`src/rtl/esfa_pkg.sv`:
```
// -----------------------------------------------------------------------------
// esfa_pkg
// Shared definitions for the cell allocation scanner:
//   - state_t        : scanner FSM states (IDLE / SCAN / RESP)
//   - MODE_FIRST_FIT : value of the NEXT_FIT parameter for first-fit scanning
//   - MODE_NEXT_FIT  : value of the NEXT_FIT parameter for next-fit scanning
// -----------------------------------------------------------------------------
package esfa_pkg;

    typedef enum logic [1:0] {
        ST_IDLE = 2'd0,
        ST_SCAN = 2'd1,
        ST_RESP = 2'd2
    } state_t;

    // The scan always starts at cell 0.
    localparam int MODE_FIRST_FIT = 0;
    // The scan starts one past the most recently granted cell.
    localparam int MODE_NEXT_FIT  = 1;

endpackage : esfa_pkg

```
`src/rtl/first_free_window.sv`:
```
// -----------------------------------------------------------------------------
// first_free_window
// Combinational priority encoder over one scan window. It reports whether any
// cell in the window is available and the offset of the lowest available one.
// Ports:
//   avail  in  SCAN_W  1 = cell at that window offset is available
//   found  out 1       at least one available cell in the window
//   offset out OFF_W   lowest offset with avail set (0 when found = 0)
// -----------------------------------------------------------------------------
module first_free_window #(
    parameter int SCAN_W = 4,
    parameter int OFF_W  = (SCAN_W > 1) ? $clog2(SCAN_W) : 1
) (
    input  logic [SCAN_W-1:0] avail,
    output logic              found,
    output logic [OFF_W-1:0]  offset
);

    // NOTE: every output gets a default before the loop so no path leaves it
    // unassigned, which would otherwise infer a latch.
    always_comb begin
        found  = 1'b0;
        offset = '0;
        // Walk from the top down so the lowest set offset is the last writer.
        for (int i = SCAN_W - 1; i >= 0; i--) begin
            if (avail[i]) begin
                found  = 1'b1;
                offset = OFF_W'(i);
            end
        end
    end

endmodule : first_free_window

```
`src/rtl/cell_alloc_scanner.sv`:
```
// -----------------------------------------------------------------------------
// cell_alloc_scanner
// Allocates cells from an occupancy bitmap. An accepted request scans SCAN_W
// cells per clock, starting at the next-fit pointer (NEXT_FIT = 1) or at
// cell 0 (NEXT_FIT = 0), and returns the first available cell or a failure.
// Releases are accepted in any state and take effect in the same cycle.
// Ports:
//   clk, rst_n        clock, asynchronous active-low reset
//   alloc_req_valid   allocation request; alloc_req_ready high only in IDLE
//   alloc_context     caller context, echoed on resultContext
//   free_valid        single-cycle release of free_handle
//   rsp_valid         response held until rsp_ready
//   resultBool        1 = cell granted, 0 = array full
//   resultValue       granted cell index (0 on failure)
//   resultContext     context latched at acceptance
//   free_count        number of available cells
// -----------------------------------------------------------------------------
module cell_alloc_scanner
    import esfa_pkg::*;
#(
    parameter int DATA_W    = 8,
    parameter int NUM_CELLS = 16,
    parameter int SCAN_W    = 4,
    parameter int NEXT_FIT  = 1
) (
    input  logic                         clk,
    input  logic                         rst_n,
    input  logic                         alloc_req_valid,
    output logic                         alloc_req_ready,
    input  logic [DATA_W-1:0]            alloc_context,
    input  logic                         free_valid,
    input  logic [DATA_W-1:0]            free_handle,
    output logic                         rsp_valid,
    input  logic                         rsp_ready,
    output logic                         resultBool,
    output logic [DATA_W-1:0]            resultValue,
    output logic [DATA_W-1:0]            resultContext,
    output logic [$clog2(NUM_CELLS):0]   free_count
);

    localparam int IDX_W   = $clog2(NUM_CELLS);
    localparam int CNT_W   = IDX_W + 1;
    localparam int OFF_W   = (SCAN_W > 1) ? $clog2(SCAN_W) : 1;
    localparam int NUM_WIN = NUM_CELLS / SCAN_W;
    localparam int WIN_W   = $clog2(NUM_WIN) + 1;
    localparam bit USE_NEXT = (NEXT_FIT == MODE_NEXT_FIT);
    // One extra bit so the bound check also works when NUM_CELLS == 2**DATA_W.
    localparam logic [DATA_W:0] HANDLE_LIMIT = (DATA_W + 1)'(NUM_CELLS);

    state_t                 state;
    logic [NUM_CELLS-1:0]   occ;            // 1 = cell allocated
    logic [NUM_CELLS-1:0]   occ_nxt;
    logic [IDX_W-1:0]       cursor;
    logic [IDX_W-1:0]       pointer;
    logic [WIN_W-1:0]       win_cnt;        // windows examined, 1-based
    logic                   full_at_accept;

    logic [SCAN_W-1:0]      window;
    logic                   found;
    logic [OFF_W-1:0]       offset;
    logic [IDX_W-1:0]       hit_idx;
    logic [IDX_W-1:0]       free_idx;
    logic                   scan_hit;
    logic                   free_eff;

    // The window wraps modulo NUM_CELLS; the IDX_W-wide sum wraps for free
    // because NUM_CELLS is a power of two.
    always_comb begin
        window = '0;
        for (int i = 0; i < SCAN_W; i++) begin
            window[i] = ~occ[cursor + IDX_W'(i)];
        end
    end

    first_free_window #(
        .SCAN_W (SCAN_W),
        .OFF_W  (OFF_W)
    ) u_window (
        .avail  (window),
        .found  (found),
        .offset (offset)
    );

    assign hit_idx  = cursor + IDX_W'(offset);
    assign free_idx = free_handle[IDX_W-1:0];
    assign free_eff = free_valid && ({1'b0, free_handle} < HANDLE_LIMIT) && occ[free_idx];
    // The full-array shortcut must not grant, even if a release landed on the
    // acceptance edge.
    assign scan_hit = (state == ST_SCAN) && !full_at_accept && found;

    // A hit always targets an available cell and an effective free always
    // targets an allocated one, so the two updates never touch the same bit.
    always_comb begin
        occ_nxt = occ;
        if (free_eff) occ_nxt[free_idx] = 1'b0;
        if (scan_hit) occ_nxt[hit_idx]  = 1'b1;
    end

    // NOTE: all state here uses non-blocking assignments so every register
    // samples pre-edge values regardless of statement order. The bitmap is a
    // plain register, not a RAM, so it is cleared by reset like everything else.
    always_ff @(posedge clk or negedge rst_n) begin
        if (!rst_n) begin
            state           <= ST_IDLE;
            occ             <= '0;
            cursor          <= '0;
            pointer         <= '0;
            win_cnt         <= '0;
            full_at_accept  <= 1'b0;
            free_count      <= CNT_W'(NUM_CELLS);
            alloc_req_ready <= 1'b1;
            rsp_valid       <= 1'b0;
            resultBool      <= 1'b0;
            resultValue     <= '0;
            resultContext   <= '0;
        end else begin
            occ <= occ_nxt;
            if (free_eff && !scan_hit) begin
                free_count <= free_count + CNT_W'(1);
            end else if (scan_hit && !free_eff) begin
                free_count <= free_count - CNT_W'(1);
            end

            case (state)
                ST_IDLE: begin
                    if (alloc_req_valid) begin
                        resultContext   <= alloc_context;
                        cursor          <= USE_NEXT ? pointer : '0;
                        win_cnt         <= WIN_W'(1);
                        full_at_accept  <= (free_count == '0);
                        alloc_req_ready <= 1'b0;
                        state           <= ST_SCAN;
                    end
                end

                ST_SCAN: begin
                    if (scan_hit) begin
                        resultBool  <= 1'b1;
                        resultValue <= DATA_W'(hit_idx);
                        if (USE_NEXT) pointer <= hit_idx + IDX_W'(1);
                        rsp_valid   <= 1'b1;
                        state       <= ST_RESP;
                    end else if (full_at_accept || win_cnt == WIN_W'(NUM_WIN)) begin
                        resultBool  <= 1'b0;
                        resultValue <= '0;
                        rsp_valid   <= 1'b1;
                        state       <= ST_RESP;
                    end else begin
                        cursor  <= cursor + IDX_W'(SCAN_W);
                        win_cnt <= win_cnt + WIN_W'(1);
                    end
                end

                ST_RESP: begin
                    if (rsp_ready) begin
                        rsp_valid       <= 1'b0;
                        alloc_req_ready <= 1'b1;
                        state           <= ST_IDLE;
                    end
                end

                default: begin
                    rsp_valid       <= 1'b0;
                    alloc_req_ready <= 1'b1;
                    state           <= ST_IDLE;
                end
            endcase
        end
    end

endmodule : cell_alloc_scanner

```
`config.mk`:
```
export PLATFORM = sky130hd
export DESIGN_NAME = cell_alloc_scanner
export DESIGN_NICKNAME = d
export VERILOG_FILES = /design/src/rtl/esfa_pkg.sv /design/src/rtl/first_free_window.sv /design/src/rtl/cell_alloc_scanner.sv
export SDC_FILE = /design/constraint.sdc
export NUM_CORES = 1
export LEC_CHECK = 0
export ABC_AREA = 1
export CAP_MARGIN = 20
export CELL_PAD_IN_SITES_DETAIL_PLACEMENT = 0
export CELL_PAD_IN_SITES_GLOBAL_PLACEMENT = 1
export CORE_MARGIN = 1
export CORE_UTILIZATION = 40
export CTS_CLUSTER_DIAMETER = 120
export CTS_CLUSTER_SIZE = 16
export DETAILED_ROUTE_END_ITERATION = 8
export PLACE_DENSITY_LB_ADDON = 0.08
export SLEW_MARGIN = 20
export SYNTH_ARGS = -nofsm -noshare
export SYNTH_HDL_FRONTEND = slang
export SYNTH_SLANG_ARGS = --single-unit
```
`constraint.sdc`:
```
create_clock -name clk -period 4.05 [get_ports clk]
set_input_delay 0.81 -clock clk [delete_from_list [all_inputs] [get_ports clk]]
set_output_delay 0.81 -clock clk [all_outputs]
set_load 0.01 [all_outputs]
```
# Word level (Yosys, flattened, before mapping)
# Index checks and enable logic that the tools add are counted.
# totals
ff_bits,54
output_inout_bits,24
# op_classes
n_addsub,9
magnitude_cmp,9
bitwise_logic,5
n_reduce_logical,24
n_mux,50
eq_ne,8
# op_table
operator,n
16-bit 2-to-1 mux,2
"4-bit by 5-bit less-than comparator with 1-bit output, second input constant",6
1-bit binary-select mux with 4-bit select,5
1-bit 2-to-1 mux,18
16-bit AND,1
2-bit 2-to-1 mux,8
8-bit 2-to-1 mux,2
16-bit inverter,1
16-bit OR,1
4-bit 2-to-1 mux,3
5-bit 2-to-1 mux,2
3-bit 2-to-1 mux,3
3-bit AND reduction,3
"4-bit by 1-bit adder with 4-bit output, second input constant",2
"4-bit by 2-bit adder with 4-bit output, second input constant",2
1-bit demux with 4-bit select,2
"4-bit by 1-bit greater-or-equal comparator with 1-bit output, second input constant",2
1-bit logical AND,8
"8-bit by 5-bit less-than comparator with 1-bit output, second input constant",1
"2-bit inequality test, second input constant",4
4-bit case mux with 2 select lines,1
1-bit case mux with 3 select lines,2
2-bit case mux with 3 select lines,1
3-bit case mux with 2 select lines,1
17 further kinds,24

# Logic depth before layout (Yosys ltp)
# logic_depth
ltp_word,14
ltp_mapped,24

# By module
# Synthesis repeated with hierarchy kept, for this count alone.
# unflattened
cells_unflattened,495
area_unflattened_um2,3534.6
# modules_own_cells
module,seq_area_each_um2,n_inst,area_each_um2,cells_each
cell_alloc_scanner,1253.7,1,3498.4,487
first_free_window,0.0,1,36.3,8

# Least setup slack after synthesis
# No wires, ideal clock.
# synth_timing
path_type,register -> register
start,reg cursor[1]
end,reg free_count[4]
setup_slack_ps,716
required_ps,3975
period_less_slack_ps,3334
path_stages_with_launch,23
arrival_time_ps,3259
setup_ps,75
path_cell_list,dfrtp_1 > buf_2 > inv_2 > ha_1 > buf_2 > inv_1 > nand3_1 > nand3_1 > nand3_1 > nand2_1 > nor2_4 > nand2_4 > nand2_8 > buf_12 > ha_1 > inv_1 > ha_1 > nand2_1 > nor2_1 > a211oi_1 > nor2_1 > nor2_1 > xor2_1
# synth_between
elab_chain_cells,11
word_cells_on_any_way,21
cone_classes,add/sub (3); mux (13); reduce/logical (5)
# synth_lines
item,line,source
from (decl),cell_alloc_scanner.sv:53,logic [IDX_W-1:0] cursor;
from (signal assigned),cell_alloc_scanner.sv:128,cursor <= USE_NEXT ? pointer : '0;
from (signal assigned),cell_alloc_scanner.sv:149,cursor <= cursor + IDX_W'(SCAN_W);
4-bit by 2-bit adder with 4-bit output,cell_alloc_scanner.sv:71,window[i] = ~occ[cursor + IDX_W'(i)];
1-bit binary-select mux with 4-bit select,cell_alloc_scanner.sv:71,
1-bit 2-to-1 mux (not written as such),cell_alloc_scanner.sv:71,
1-bit 2-to-1 mux (3 in series),first_free_window.sv:26,if (avail[i]) begin
1-bit 2-to-1 mux *,first_free_window.sv:26,
1-bit logical AND *,cell_alloc_scanner.sv:89,assign scan_hit = (state == ST_SCAN) && !full_at_accept && found;
1-bit logical NOT,cell_alloc_scanner.sv:118,if (free_eff && !scan_hit) begin
1-bit logical AND,cell_alloc_scanner.sv:118,
5-bit 2-to-1 mux / 2-bit nonzero test (equally long branches),n/a,
to (signal assigned),cell_alloc_scanner.sv:110,free_count <= CNT_W'(NUM_CELLS);
to (signal assigned),cell_alloc_scanner.sv:119,free_count <= free_count + CNT_W'(1);
to (signal assigned),cell_alloc_scanner.sv:121,free_count <= free_count - CNT_W'(1);
to (decl),cell_alloc_scanner.sv:38,output logic [$clog2(NUM_CELLS):0] free_count
# Every way passes the cells marked *; elsewhere a longest branch is shown, timed or not. The select of a mux whose other input is x is not followed.
# A chain may end at the register's enable or synchronous reset.

# Worst setup path in the final report
# layout_timing
start,reg cursor[0]
end,reg occ[10]
# layout_between
elab_chain_cells,14
word_cells_on_any_way,28
cone_classes,add/sub (4); order compare (2); mux (19); bitwise (1); reduce/logical (2)
# layout_lines
item,line,source
4-bit by 2-bit adder with 4-bit output,cell_alloc_scanner.sv:71,
1-bit binary-select mux with 4-bit select,cell_alloc_scanner.sv:71,
1-bit 2-to-1 mux (not written as such),cell_alloc_scanner.sv:71,
2-bit 2-to-1 mux (4 in series),first_free_window.sv:26,
4-bit by 2-bit adder with 4-bit output,cell_alloc_scanner.sv:84,assign hit_idx = cursor + IDX_W'(offset);
4-bit by 5-bit less-than comparator with 1-bit output (not written as such) / 4-bit by 1-bit greater-or-equal comparator with 1-bit output (equally long branches),cell_alloc_scanner.sv:96,if (scan_hit) occ_nxt[hit_idx] = 1'b1;
1-bit logical AND (not written as such),cell_alloc_scanner.sv:96,
1-bit 2-to-1 mux (not written as such),cell_alloc_scanner.sv:96,
1-bit demux with 4-bit select,cell_alloc_scanner.sv:96,
16-bit OR (no line),n/a,
16-bit 2-to-1 mux *,cell_alloc_scanner.sv:96,
net occ_nxt[10],cell_alloc_scanner.sv:52,logic [NUM_CELLS-1:0] occ_nxt;
to (signal assigned),cell_alloc_scanner.sv:117,occ <= occ_nxt;
to (decl),cell_alloc_scanner.sv:51,logic [NUM_CELLS-1:0] occ;
# The timed path passes the listed nets; every way through them passes the cells marked *. The select of a mux whose other input is x is not followed.

==> summary.txt <==
STA
  – Unrepaired setup endpoints after global routing: false
  – Final Setup Violations: 0
  – Skew final: ~5.1 ps
  – Period utilization: about nine tenths
  – Slew HR: 65.4%
  – Fin. Hold Viols: 0
  – Fin. max-slew vios: 0
  – Fmax: about 280 MHz
  – Setup ws final: approximately 430 ps
  – Worst slew pin tran: 518 ps
  – Setup TNS: 0 ps
  – Post-layout min period: 3620 ps

Critical path
  – Crit path from: cursor[0]$_DFFE_PN0P_
  – Reg2Reg Depth: 17
  – CP max FO: 18
  – CP Capture Type: flop
  – CP max stage cell: dfrtp_1
  – Worst reg2reg startpoint: cursor[0]$_DFFE_PN0P_
  – CP Class: flop to flop
  – Critical path data required time: 4290 ps
  – Slowest stage delay, CP: roughly 480 ps
  – Critical path cell sequence: inv_8 > ha_1 > inv_1 > nand3_1 > nand3_1 > nand3_1 > nand2_1 > a31oi_1 > nor2_1 > ha_1 > fa_1 > or2_2 > nand2_1 > inv_1 > nor2_1 > nand2_1 > o21ai_1
  – Reg-to-Reg End: occ[10]$_DFF_PN0_
  – Critical Path Source Type: flop
  – Arrival time at the worst endpoint: ~3900 ps
  – Reg2reg setup slack: around 430 ps
  – Crit path capture: occ[10]$_DFF_PN0_

Yosys
  – Synth Register Bits: 50
  – Largest cells by area after synthesis: dfrtp_1 34%, nand2_1 17%, nand3_1 12%
  – Post-synthesis instance area: around 0.0035 mm2
  – Cells after Synth: between 400 and 500
  – Syn. warnings: 0
  – Top cell type's share of synthesized area: between 30% and 40%
  – Sequential area share after synthesis: 35.4%
  – Syn_area_per_cell: slightly above 7 um2
  – Area leader, netlist: dfrtp_1
  – Distinct cells, synth: 36

CTS
  – Skew-Pair Late Insertion Delay: 310 ps
  – Clk root buf: clkbuf_8
  – CTS tree: built
  – H-tree depth: 2
  – CTS resizes: 0
  – Num CTS Buffers: 5
  – Worst-path clk slew: approximately 100 ps
  – Post-CTS Repair Setup Buffers: 0
  – Sink Count: 50
  – Clock Path Buffers: 2
  – Hold_buf cts: 0

Global routing
  – Met1 Resource Use GR: between 30% and 40%
  – Top Usage Layer GRT: met2
  – First-pass GRT wire length: 15400 um
  – GRT Overall Usage: between 20% and 30%
  – Met2 usage: between 30% and 40%
  – Largest net degree at the start of global routing: 41
  – GRT overflow: 0
  – Initial antenna violation count: 0
  – Vias in the first global route: approximately 3200
  – Met3 GRT Util: under 10%

Finish
  – Nets: roughly 570
  – Area Growth Syn to Fin: 15.4%
  – Ant diodes: 0
  – Layout Utilization: around half
  – Layout cells sized above 1: under 10%
  – Final std cells w/o fill: roughly 640
  – Layout fillers: around 860
  – Multi-input logic area: 0.00198 mm2
  – Post-route cell area: 0.00409 mm2
  – Commonest non-fill, non-tap cells in the layout: 157 x nand2_1, 84 x nand3_1, 48 x dfrtp_1
  – Commonest non-fill, non-tap cell in the layout: nand2_1
  – Sequential cell area: between 0.001 and 0.0015 mm2

Pwr
  – Lkg Pwr: 2.02 nW
  – Maximum vdd drop: 0.392 mV
  – PwrDens: about 940 mW/mm2

Route
  – Drt drc: 0
  – Initial drt markers: 109
  – WL final: roughly 9100 um
  – DRT Pass-1 Iters: 4
  – DRT antenna net count: 0
  – Average routed wire per standard cell: 14.2 um
  – Via count: roughly 3300
  – Vias/cell: 5.09

Placement
  – Placed instance area: 0.00399 mm2
  – I/O Buffers: 40
  – DPL Wire Length: ~6700 um
  – RePlAce Congestion: around 0.83
  – Post-placement cell count: about 630
  – Placement Setup Slack: ~470 ps

Run
  – Total of max-cap violations: 0

Die
  – Starting Density: a little over two fifths
  – Core area: between 0.008 and 0.009 mm2
  – Die width: 96.1 um
  – Die height: between 90 and 100 um
  – Ports: 45
  – Row Count: 33
  – Die ar.: 0.00924 mm2

Hold path
  – Min-Delay Path Class: input pin to asynchronous set/reset pin

Status
  – Status: complete, no violations
==> layer usage <==
metal,wire [um],share of wire (%)
met5,0,0
met4,132,1.5
met3,470,5.2
met2,4090,45
met1,4390,48
==> how the worst min path moves through the flow <==
stage	slack [ps]	to
after floorplan	450	pointer[1]$_DFFE_PN0P_
after global placement	450	resultContext[1]$_DFFE_PN0P_
after detailed placement	460	resultContext[3]$_DFFE_PN0P_
after CTS	350	occ[6]$_DFF_PN0_
after global routing	350	occ[4]$_DFF_PN0_
final	360	free_count[0]$_DFFE_PN0P_
==> report_power, final <==
part           internal (W)  switching (W)  total [W]  leakage [nW]
clock              0.000141       0.000182   0.000323        0.0478
combinational      0.000966        0.00162    0.00259          1.41
sequential         0.000706       0.000208   0.000915         0.564
total               0.00181        0.00201    0.00383          2.02
==> per-stage QoR <==
step	hold WS (ps)	total power, W
6_report	359	0.00383
5_1_grt	353	0.00427
3_3_place_gp	454	0.00350
4_1_cts	355	0.00386
2_1_floorplan	455	0.00282
3_5_place_dp	461	0.00352
==> Yosys cell counts <==
cell      number
nand3b_1       3
buf_4          4
buf_8          1
nand2_4        1
dfstp_2        2
xnor2_1        5
buf_6          2
or2_2          3
nand4_1        1
o21ai_1        9
inv_8          1
o21ai_0       11
clkbuf_1       3
nor2_1        39
fa_1           2
nand3_1       84
nor3_1         5
ha_1          16
nand2_2       15
dfrtp_1       48
conb_1         1
nand3_2        1
inv_1         44
a31oi_1        2
buf_2          5
buf_12         2
a22oi_1        6
a21oi_1        6
inv_2          1
nand2_8        1
o21ai_2        5
nor2_4         3
nand2_1      157
a211oi_1       1
o21a_1         1
xor2_1         4
==> layout make-up <==
type | instances | area share (%)
clock buffer | 6 | 2.02
clock inverter | 2 | 0.398
inverter | 46 | 4.41
multi-input combinational | 385 | 48.4
sequential | 50 | 30.7
tap | 105 | 3.21
timing repair buffer | 47 | 11.0
==> sequential cells by signal (all words and copies together) (netlist names) <==
name,cells
resultValue,4
pointer,4
win_cnt,3
cursor,4
resultBool,1
alloc_req_ready,1
occ,16
state,2
full_at_accept,1
rsp_valid,1
resultContext,8
free_count,5
==> critical path, delay by kind of cell, from the launching register on <==
kind                       cells  cell delay (ps)
adders and majority gates      3             1040
and+or+nand+nor                9             1320
AOI/OAI and AO/OA              2              280
buffers and inverters          3              430
DFF                            1              480
==> logic make-up after synthesis <==
kind of cell	count (synthesis)	synth area share, %
flops	50	35.4
compound gates	41	6.95
buf+inv	63	9.14
simple gates	313	39.4
xor+xnor	9	2.22
fa+ha+maj	18	6.78
other cells	1	0.106
Power figures use the tool's default switching activity.
